===== config.mk =====
export PLATFORM = sky130hd
export DESIGN_NAME = uart_pixel_framer_flat
export DESIGN_NICKNAME = d
export VERILOG_FILES = /design/src/rtl/uart_pixel_framer_if.sv /design/src/rtl/uart_pixel_framer.sv /design/src/flat_wrapper.sv
export SDC_FILE = /design/constraint.sdc
export NUM_CORES = 1
export LEC_CHECK = 0
export BUFFER_PORTS_ARGS = -buffer_cell sky130_fd_sc_hd__clkbuf_2
export CAP_MARGIN = 15
export CORE_ASPECT_RATIO = 1.4
export CORE_MARGIN = 3
export CORE_UTILIZATION = 23
export CTS_CLUSTER_SIZE = 40
export DETAILED_ROUTE_END_ITERATION = 6
export HOLD_SLACK_MARGIN = 0.08
export PLACE_DENSITY = 0.43
export SETUP_SLACK_MARGIN = 0.15
export SYNTH_ARGS = -nofsm -noshare
export SYNTH_HDL_FRONTEND = slang
export SYNTH_SLANG_ARGS = --single-unit
export TNS_END_PERCENT = 20

===== constraint.sdc =====
create_clock -name clk_i -period 1.9 [get_ports clk_i]
set_clock_uncertainty 0.05 [all_clocks]
set_input_delay 0.38 -clock clk_i [delete_from_list [all_inputs] [get_ports clk_i]]
set_output_delay 0.38 -clock clk_i [all_outputs]
set_load 0.005 [all_outputs]

===== src/rtl/uart_pixel_framer_if.sv =====
// Byte-in / pixel-out handshake bundle for uart_pixel_framer.
// slave = framer side, master = source/sink side (UART bridge + vision pipeline).
interface uart_pixel_framer_if;
  logic [7:0] data_i;
  logic       valid_i;
  logic       ready_o;
  logic [7:0] pixel_o;
  logic       valid_o;
  logic       ready_i;
  logic       sof_o;
  logic       eol_o;
  logic       frame_done_o;
  logic       err_o;
  logic       busy_o;

  modport slave (
    input  data_i, valid_i, ready_i,
    output ready_o, pixel_o, valid_o, sof_o, eol_o, frame_done_o, err_o, busy_o
  );

  modport master (
    output data_i, valid_i, ready_i,
    input  ready_o, pixel_o, valid_o, sof_o, eol_o, frame_done_o, err_o, busy_o
  );
endinterface


===== src/rtl/uart_pixel_framer.sv =====
// Parses SYNC/WIDTH/HEIGHT-framed UART bytes into a pixel stream with sof/eol and a stall watchdog.
// Optional trailing XOR checksum byte enabled by defining FRAMER_CHECKSUM_EN.
module uart_pixel_framer #(
  parameter logic [7:0] SYNC_BYTE      = 8'hA5,
  parameter int         TIMEOUT_CYCLES = 25_000_000
) (
  input  logic               clk_i,
  input  logic               reset_i,
  uart_pixel_framer_if.slave bus
);
  localparam int              WD_W    = $clog2(TIMEOUT_CYCLES + 1);
  localparam logic [WD_W-1:0] WD_LAST = WD_W'(TIMEOUT_CYCLES - 1);

  localparam logic [2:0] HUNT    = 3'd0;
  localparam logic [2:0] WIDTH   = 3'd1;
  localparam logic [2:0] HEIGHT  = 3'd2;
  localparam logic [2:0] PAYLOAD = 3'd3;
`ifdef FRAMER_CHECKSUM_EN
  localparam logic [2:0] CHECK   = 3'd4;
  logic [7:0]      xor_reg;
`endif

  logic [2:0]      state_reg;
  logic [7:0]      width_m1_reg;
  logic [7:0]      height_m1_reg;
  logic [7:0]      col_reg;
  logic [7:0]      row_reg;
  logic [WD_W-1:0] wd_reg;
  logic [7:0]      pixel_reg;
  logic            valid_reg;
  logic            sof_reg;
  logic            eol_reg;
  logic            done_reg;
  logic            err_reg;

  logic ready;
  logic accept;
  logic load;
  logic expire;

  always_comb begin
    ready  = (state_reg == PAYLOAD) ? (!valid_reg || bus.ready_i) : 1'b1;
    accept = bus.valid_i && ready;
    load   = accept && (state_reg == PAYLOAD);
    // An accept on the expiry cycle wins over the timeout.
    expire = (state_reg != HUNT) && !accept && (wd_reg == WD_LAST);
  end

  always_ff @(posedge clk_i) begin
    if (reset_i) begin
      state_reg     <= HUNT;
      width_m1_reg  <= 8'd0;
      height_m1_reg <= 8'd0;
      col_reg       <= 8'd0;
      row_reg       <= 8'd0;
      wd_reg        <= '0;
      pixel_reg     <= 8'd0;
      valid_reg     <= 1'b0;
      sof_reg       <= 1'b0;
      eol_reg       <= 1'b0;
      done_reg      <= 1'b0;
      err_reg       <= 1'b0;
    end else begin
      done_reg <= 1'b0;
      err_reg  <= 1'b0;

      if (state_reg == HUNT || accept || expire) wd_reg <= '0;
      else                                        wd_reg <= wd_reg + WD_W'(1);

      // Output register is independent of the FSM so a pending beat survives an abort.
      if (load) begin
        pixel_reg <= bus.data_i;
        valid_reg <= 1'b1;
        sof_reg   <= (col_reg == 8'd0) && (row_reg == 8'd0);
        eol_reg   <= (col_reg == width_m1_reg);
      end else if (bus.ready_i) begin
        valid_reg <= 1'b0;
      end

      if (expire) begin
        state_reg <= HUNT;
        err_reg   <= 1'b1;
      end else if (accept) begin
        case (state_reg)
          HUNT: begin
            if (bus.data_i == SYNC_BYTE) begin
              state_reg <= WIDTH;
              col_reg   <= 8'd0;
              row_reg   <= 8'd0;
            end
          end
          WIDTH: begin
            if (bus.data_i == 8'd0) begin
              state_reg <= HUNT;
              err_reg   <= 1'b1;
            end else begin
              width_m1_reg <= bus.data_i - 8'd1;
              state_reg    <= HEIGHT;
            end
          end
          HEIGHT: begin
            if (bus.data_i == 8'd0) begin
              state_reg <= HUNT;
              err_reg   <= 1'b1;
            end else begin
              height_m1_reg <= bus.data_i - 8'd1;
              state_reg     <= PAYLOAD;
            end
          end
          PAYLOAD: begin
            if (col_reg == width_m1_reg) begin
              col_reg <= 8'd0;
              if (row_reg == height_m1_reg) begin
`ifdef FRAMER_CHECKSUM_EN
                state_reg <= CHECK;
`else
                state_reg <= HUNT;
                done_reg  <= 1'b1;
`endif
              end else begin
                row_reg <= row_reg + 8'd1;
              end
            end else begin
              col_reg <= col_reg + 8'd1;
            end
          end
`ifdef FRAMER_CHECKSUM_EN
          CHECK: begin
            state_reg <= HUNT;
            if (bus.data_i == xor_reg) done_reg <= 1'b1;
            else                       err_reg  <= 1'b1;
          end
`endif
          default: state_reg <= HUNT;
        endcase
      end
    end
  end

`ifdef FRAMER_CHECKSUM_EN
  // Running XOR over WIDTH, HEIGHT and pixels; cleared by the sync byte.
  always_ff @(posedge clk_i) begin
    if (reset_i) begin
      xor_reg <= 8'd0;
    end else if (accept) begin
      if (state_reg == HUNT) xor_reg <= 8'd0;
      else                   xor_reg <= xor_reg ^ bus.data_i;
    end
  end
`endif

  assign bus.ready_o      = ready;
  assign bus.pixel_o      = pixel_reg;
  assign bus.valid_o      = valid_reg;
  assign bus.sof_o        = sof_reg;
  assign bus.eol_o        = eol_reg;
  assign bus.frame_done_o = done_reg;
  assign bus.err_o        = err_reg;
  assign bus.busy_o       = (state_reg != HUNT);
endmodule

===== src/flat_wrapper.sv =====
// flat-port wrapper written by rule: the top's interface ports become plain ports
module uart_pixel_framer_flat 
#(
  parameter logic [7:0] SYNC_BYTE      = 8'hA5,
  parameter int         TIMEOUT_CYCLES = 25_000_000
)
  (clk_i, reset_i, bus_data_i, bus_valid_i, bus_ready_i, bus_ready_o, bus_pixel_o, bus_valid_o, bus_sof_o, bus_eol_o, bus_frame_done_o, bus_err_o, bus_busy_o);
  uart_pixel_framer_if bus_i ();
  input  logic clk_i;
  input  logic reset_i;
  input wire logic [$bits(bus_i.data_i)-1:0] bus_data_i;
  input wire logic [$bits(bus_i.valid_i)-1:0] bus_valid_i;
  input wire logic [$bits(bus_i.ready_i)-1:0] bus_ready_i;
  output wire logic [$bits(bus_i.ready_o)-1:0] bus_ready_o;
  output wire logic [$bits(bus_i.pixel_o)-1:0] bus_pixel_o;
  output wire logic [$bits(bus_i.valid_o)-1:0] bus_valid_o;
  output wire logic [$bits(bus_i.sof_o)-1:0] bus_sof_o;
  output wire logic [$bits(bus_i.eol_o)-1:0] bus_eol_o;
  output wire logic [$bits(bus_i.frame_done_o)-1:0] bus_frame_done_o;
  output wire logic [$bits(bus_i.err_o)-1:0] bus_err_o;
  output wire logic [$bits(bus_i.busy_o)-1:0] bus_busy_o;
  assign bus_i.data_i = bus_data_i;
  assign bus_i.valid_i = bus_valid_i;
  assign bus_i.ready_i = bus_ready_i;
  assign bus_ready_o = bus_i.ready_o;
  assign bus_pixel_o = bus_i.pixel_o;
  assign bus_valid_o = bus_i.valid_o;
  assign bus_sof_o = bus_i.sof_o;
  assign bus_eol_o = bus_i.eol_o;
  assign bus_frame_done_o = bus_i.frame_done_o;
  assign bus_err_o = bus_i.err_o;
  assign bus_busy_o = bus_i.busy_o;
  uart_pixel_framer #(.SYNC_BYTE(SYNC_BYTE), .TIMEOUT_CYCLES(TIMEOUT_CYCLES)) u_core (.clk_i(clk_i), .reset_i(reset_i), .bus(bus_i));
endmodule

==> out/qor.txt, run 1 <==
Largest net degree at the start of global routing: 33
Bufs on Longest Clock Path: 2
PD cells: 644 nW/µm²
Number of max-cap violations: 0
Layout fillers: 1,605
Core ar.: 15,600 µm²
Vias in the first global route: 3,263
Max FFs per register: 25
Synth warn: 0
Final hold slack: 0.346 ns
Vias per inst: 4.52
Final worst setup slack: 0.0388 ns
Critical path arrival: 2.08 ns
Global route total overflow: 0
Tcrit/Tclk final: 98.0%
Worst min path class: input port to flop
Root Driver: clkbuf_16
Dominant synthesized flop cell: dfxtp_1
Sw Ratio: 21.7%
Clock buffer count from CTS: 9
FMAX: 537 MHz
Netlist cell types: 47
P_sw: 0.735 mW
FF-to-FF setup slack: 0.04 ns
Starting Density: 23.5%
Post-Syn Nets: 446
First-pass GRT wire length: 16,600 µm
Die height: 156 µm
Initial drt markers: 130
Post-synth EDFFs: 0
Dpl cells: 690
Status: complete, no violations
Row cnt: 54
Via count: 3,235
Crit path kind: flop to flop
Clk slew on worst S/H paths: 0.06 ns
Initial antenna violation count: 0
Internal power: 2.65 mW
Syn avg cell area: 8.69 µm²
Final Critical Period: 1.86 ns
Fin Setup TNS: 0 ns
Worst-skew pair later-pin latency: 0.35 ns
WL/cell: 14.5 µm
Clock Sinks: 72
Fin cells: 716
Flop pwr share: 44.5%
Drt pass-1 iters: 4
#FFs+latches synth: 72
Slowest-stage cell, CP: or4_4
# port buffers: 26
Setup crit end kind: flop
Max_slew headroom: 66.6%
CP cell instances: inv_4 -> ha_4 -> nand4b_1 -> a2bb2oi_2 -> nand2b_4 -> or4_4 -> a31oi_2
CP Buf/Inv Count: 1
Most frequent cells in the layout: buf_4, nor2_1, dfxtp_1
Detail Route Antenna Nets: 0
Hpwl dp: 7500 µm
Final Hold Violating Endpoints: 0
Crit path max fanout: 5
Slew Limit Fails: 0
TritonCTS clock tree: done
# setup viols final: 0
CTS H-tree lvls: 3
Critical path launch point type: flop
Commonest non-fill, non-tap cell in the layout: buf_4
RSZ-0062 raised after global routing: yes
Measured slew at the worst slew-check pin: 0.500 ns
Max rail drop VDD: 0.284 mV
Logic pwr share: 3.8%
Post-Syn Instances: 423
FFs w/ async S/R, synth: 0%
GPL Wtd Cong: 0.745
DRC: 0
Lkg Pwr: 2.26 nW
Area Overhead vs Synth: 43.3%
Io pins: 27
Cell family with most CP delay: simple AND/OR/NAND/NOR gates
Layout cells sized above 1: 35.0%
DP Worst Slack: -0.248 ns
Pwr Total: 3.39 mW
Total routed wirelength: 10,400 µm
Worst stage delay on the critical path: 0.52 ns
Die area: 17,600 µm²
Mapped Area: 3670 µm²
Sequential element share of the synthesized area: 39.2%
# diodes: 0
GRT Total Usage: 12.0%
Critical path data required time: 2.12 ns
Clock Power Share: 51.8%
Net count reported at finish: 538
Die width: 113 µm
-- cells in the mapped netlist (all sizes together), types with 2 or more instances --
cell type  count  area (µm²)
a21boi         2        15.0
xor2          29         262
buf            7        46.3
nor4b          5        43.8
dfxtp         72        1440
nand4         14        87.6
nand3b         4        30.0
mux2i         30         300
ha            11         138
nor3           7        35.0
and2           4        25.0
nand3         26         130
xnor2         16         140
nor4           9        86.3
clkbuf        14        53.8
nand2         36         135
o211ai         2        20.0
or2            2        12.5
nand4bb        2        22.5
nand2b         8        50.1
nand4b         5        43.8
a21oi          8        40.0
and3           5        31.3
o21ai          2        10.0
and4           2        17.5
inv           13        48.8
a31oi          6        37.5
nor2          68         255
or4            2        15.0
-- power by group through the flow --
stage                     Combinational [mW]  Sequential [mW]  Clock, mW
final                                  0.127             1.51       1.76
after global routing                   0.138             1.51       1.89
after CTS                              0.120             1.51       1.83
after detailed placement               0.114             1.54          0
after global placement                 0.114             1.54          0
after floorplan                       0.0476             1.54          0
-- cell families (layout without fill, tap and decap cells) --
logic type,count (synthesis),in the layout,synth area share (%)
compound gates,28,28,5.11
xor+xnor,45,45,10.9
fa+ha+maj,11,11,3.75
buf+inv,34,131,4.05
flops,72,72,39.2
mux,30,30,8.17
simple gates,203,203,28.8
-- final cells by class --
| type | count | area, µm² | share of cell area, % |
|---|---|---|---|
| repair buffers | 102 | 816 | 15.5 |
| flip-flops and latches | 72 | 1460 | 27.7 |
| well taps | 196 | 245 | 4.66 |
| inverters | 13 | 53.8 | 1.02 |
| clock buffers | 12 | 256 | 4.87 |
| multi-input cells | 317 | 2380 | 45.2 |
| clock inverters | 4 | 52.6 | 0.998 |
-- worst min-delay path, delay by kind of cell --
family / cells / cell delay [ns]
AO/OA/AOI/OAI: 1 / 0.08
buffers and inverters: 1 / 0.08
AND/OR/NAND/NOR: 1 / 0.14
-- worst paths after layout --
| path | cells past startpoint | to | from |
|---|---|---|---|
| max | 7 | u_core.row_reg[7] | u_core.state_reg[1] |
| min | 3 | u_core.bus.valid_o | bus_ready_i |
| min reg2reg | 2 | u_core.bus.eol_o | u_core.bus.eol_o |
| max reg2reg | 7 | u_core.row_reg[7] | u_core.state_reg[1] |
-- what timing repair did --
item	in CTS	in global routing
pin swaps	9	30
endpoints found under the setup margin	47	71
buffers inserted	6	1
hold buffers	0	0
resized for setup	17	68
gates cloned	0	3
-- per-layer routing --
metal / share of wire [%] / global-route usage (%) / vias up / routed length (µm)
met3: 2.8 / 2.95 / 18 / 287
met4: 2.2 / 5.73 / 0 / 227
met5: 0 / 0 / - / 0
li1: - / - / 1646 / -
met2: 56 / 22.2 / 32 / 5820
met1: 39 / 12.5 / 1539 / 4020
-- stage by stage --
step / cell area, µm² / utilization, %
after floorplan: 3710 / -
after global placement: 4500 / 28.8
after detailed placement: 4500 / 28.8
after CTS: 4940 / 31.6
after global routing: 5270 / 33.7
final: 5270 / 33.7
Note: power is estimated with default switching activity, not from simulation.
==> inputs of run 2 (changes only) <==
--- a/config.mk
+++ b/config.mk
@@ -7,7 +7,7 @@
 export LEC_CHECK = 0
 export BUFFER_PORTS_ARGS = -buffer_cell sky130_fd_sc_hd__clkbuf_2
 export CAP_MARGIN = 15
-export CORE_ASPECT_RATIO = 1.4
+export CORE_ASPECT_RATIO = 0.8
 export CORE_MARGIN = 3
 export CORE_UTILIZATION = 23
 export CTS_CLUSTER_SIZE = 40
==> out/qor.txt, run 2 (synthesis results as in run 1) <==
Via count: 3,182 (-1.6%)
Pwr Total: 3.23 mW (-4.8%)
Logic pwr share: 3.7% (about the same)
Fin cells: 719 (+0.42%)
RSZ-0062 raised after global routing: yes
Area Overhead vs Synth: 38.0%
Vias per inst: 4.43 (-2.0%)
Hold buffer count at CTS: 0 (unchanged)
WL/cell: 14.0 µm (-3.2%)
Worst min path class: input port to flop
Die height: 119 µm (-23%)
First-pass GRT wire length: 16,500 µm (-0.46%)
Die width: 147 µm (+31%)
Total routed wirelength: 10,100 µm (-2.8%)
FF-to-FF setup slack: -0.03 ns (-0.07 ns)
Flop pwr share: 46.8% (+2.3 points)
Initial drt markers: 180 (+38%)
Clock Sinks: 72 (unchanged)
Crit path max fanout: 6 (+1)
Slew Limit Fails: 0 (unchanged)
Net count reported at finish: 527 (-2.0%)
Commonest non-fill, non-tap cell in the layout: dfxtp_1
Row cnt: 40 (-26%)
Initial antenna violation count: 0 (unchanged)
# diodes: 0 (unchanged)
Layout cells sized above 1: 32.6% (-2.4 points)
PD cells: 637 nW/µm² (-1.1%)
Setup crit end kind: flop
P_sw: 0.782 mW (+6.4%)
Max FFs per register: 25 (unchanged)
Clk slew on worst S/H paths: 0.06 ns (about the same)
Internal power: 2.45 mW (-7.8%)
Tcrit/Tclk final: 102% (+3.6 points)
TritonCTS clock tree: done
Global route total overflow: 0 (unchanged)
GRT Total Usage: 11.9% (-0.040 points)
Number of max-cap violations: 0 (unchanged)
GPL Wtd Cong: 0.815 (+9.4%)
Die area: 17,500 µm² (about the same)
Measured slew at the worst slew-check pin: 0.496 ns (-0.00341 ns)
Hpwl dp: 7280 µm (-2.9%)
Clock buffer count from CTS: 9 (unchanged)
Bufs on Longest Clock Path: 2 (unchanged)
Clock Power Share: 49.6% (-2.2 points)
Failing checks: setup timing
# setup viols final: 1 (+1)
Final worst setup slack: -0.0290 ns (-0.0677 ns)
DRC: 0 (unchanged)
FMAX: 518 MHz (-3.5%)
Core ar.: 15,300 µm² (-1.9%)
Status: finished, violations left
Vias in the first global route: 3,198 (-2.0%)
Root Driver: clkbuf_16
Drt pass-1 iters: 4 (unchanged)
Crit path kind: flop to flop
Critical path data required time: 2.10 ns (-0.02 ns)
Most frequent cells in the layout: dfxtp_1, nor2_1, buf_4
Largest net degree at the start of global routing: 44 (+33%)
Worst-skew pair later-pin latency: 0.34 ns (about the same)
Max rail drop VDD: 0.428 mV (+51%)
Critical path arrival: 2.13 ns (+0.05 ns)
Detail Route Antenna Nets: 0 (unchanged)
Final Hold Violating Endpoints: 0 (unchanged)
Dpl cells: 698 (+1.2%)
CTS H-tree lvls: 3 (unchanged)
Final Critical Period: 1.93 ns (+0.0677 ns)
Lkg Pwr: 2.10 nW (-7.3%)
Fin area: 5070 µm² (-3.7%)
# port buffers: 26 (unchanged)
Max_slew headroom: 66.9% (+0.35 points)
Io pins: 27 (unchanged)
Critical path launch point type: flop
Fin Setup TNS: -0.0290 ns (-0.0290 ns)
Area post-placement: 4470 µm² (-0.61%)
Sw Ratio: 24.2% (+2.5 points)
Starting Density: 24.0% (+0.45 points)
run 2: changes by cell type in the layout (fill, tap and decap cells not counted), moves of 3 or more:
| cell | delta |
|---|---|
| buf_4 | -5 |
| nand2_2 | -3 |
| nor2_4 | +3 |
| nor4_4 | -3 |
run 2: area by class of cell:
cell class | instances | area [µm²]
repair buffers | 91 | 681
multi-input cells | 317 | 2350
clock buffers | 10 | 229
fillers | 1630 | 10200
clock inverters | 6 | 42.5
well taps | 210 | 263
inverters | 13 | 51.3
flip-flops and latches | 72 | 1450
run 2: what timing repair did:
item,CTS,global route
buffers inserted,3,2
endpoints found under the setup margin,44,61
pin swaps,10,31
gates resized for setup,22,53
run 2: stage by stage:
stage          hold slack (ns)  setup WS [ns]  util, %
6_report                 0.297        -0.0290     33.1
5_1_grt                  0.307        -0.0932     33.1
4_1_cts                  0.282        -0.0150     31.8
3_5_place_dp             0.405         -0.232     29.2
3_3_place_gp             0.400         -0.141     29.2
2_1_floorplan            0.388         0.0236        -
run 2: power by group through the flow:
stage,Clock (mW),Combinational (mW),Sequential (mW)
final,1.60,0.118,1.51
after global routing,1.72,0.131,1.51
after CTS,1.66,0.117,1.51
after detailed placement,0,0.114,1.54
after global placement,0,0.114,1.54
after floorplan,0,0.0476,1.54
run 2: worst max-delay path, cell delays in order, from the launching register on:
cell and delay [ns]:
dfxtp_2 0.33, xor2_2 0.18, nor4_4 0.39, o211ai_2 0.17
buf_6 0.17, or4b_1 0.47, o31ai_1 0.08
run 2: final timing paths:
kind / cells past startpoint / to / from
max reg2reg: 6 / u_core.row_reg[0] / u_core.width_m1_reg[4]
min: 3 / u_core.bus.valid_o / bus_ready_i
min reg2reg: 2 / u_core.bus.eol_o / u_core.bus.eol_o
max: 6 / u_core.row_reg[0] / u_core.width_m1_reg[4]
run 2: per-layer routing:
layer	wire, µm	GRT usage [%]	share of wire, %	vias up
li1	-	-	-	1617
met1	5130	16.5	51	1505
met2	4440	18.0	44	51
met3	360	3.04	3.6	9
met4	140	4.19	1.4	0
met5	0	0	0	-
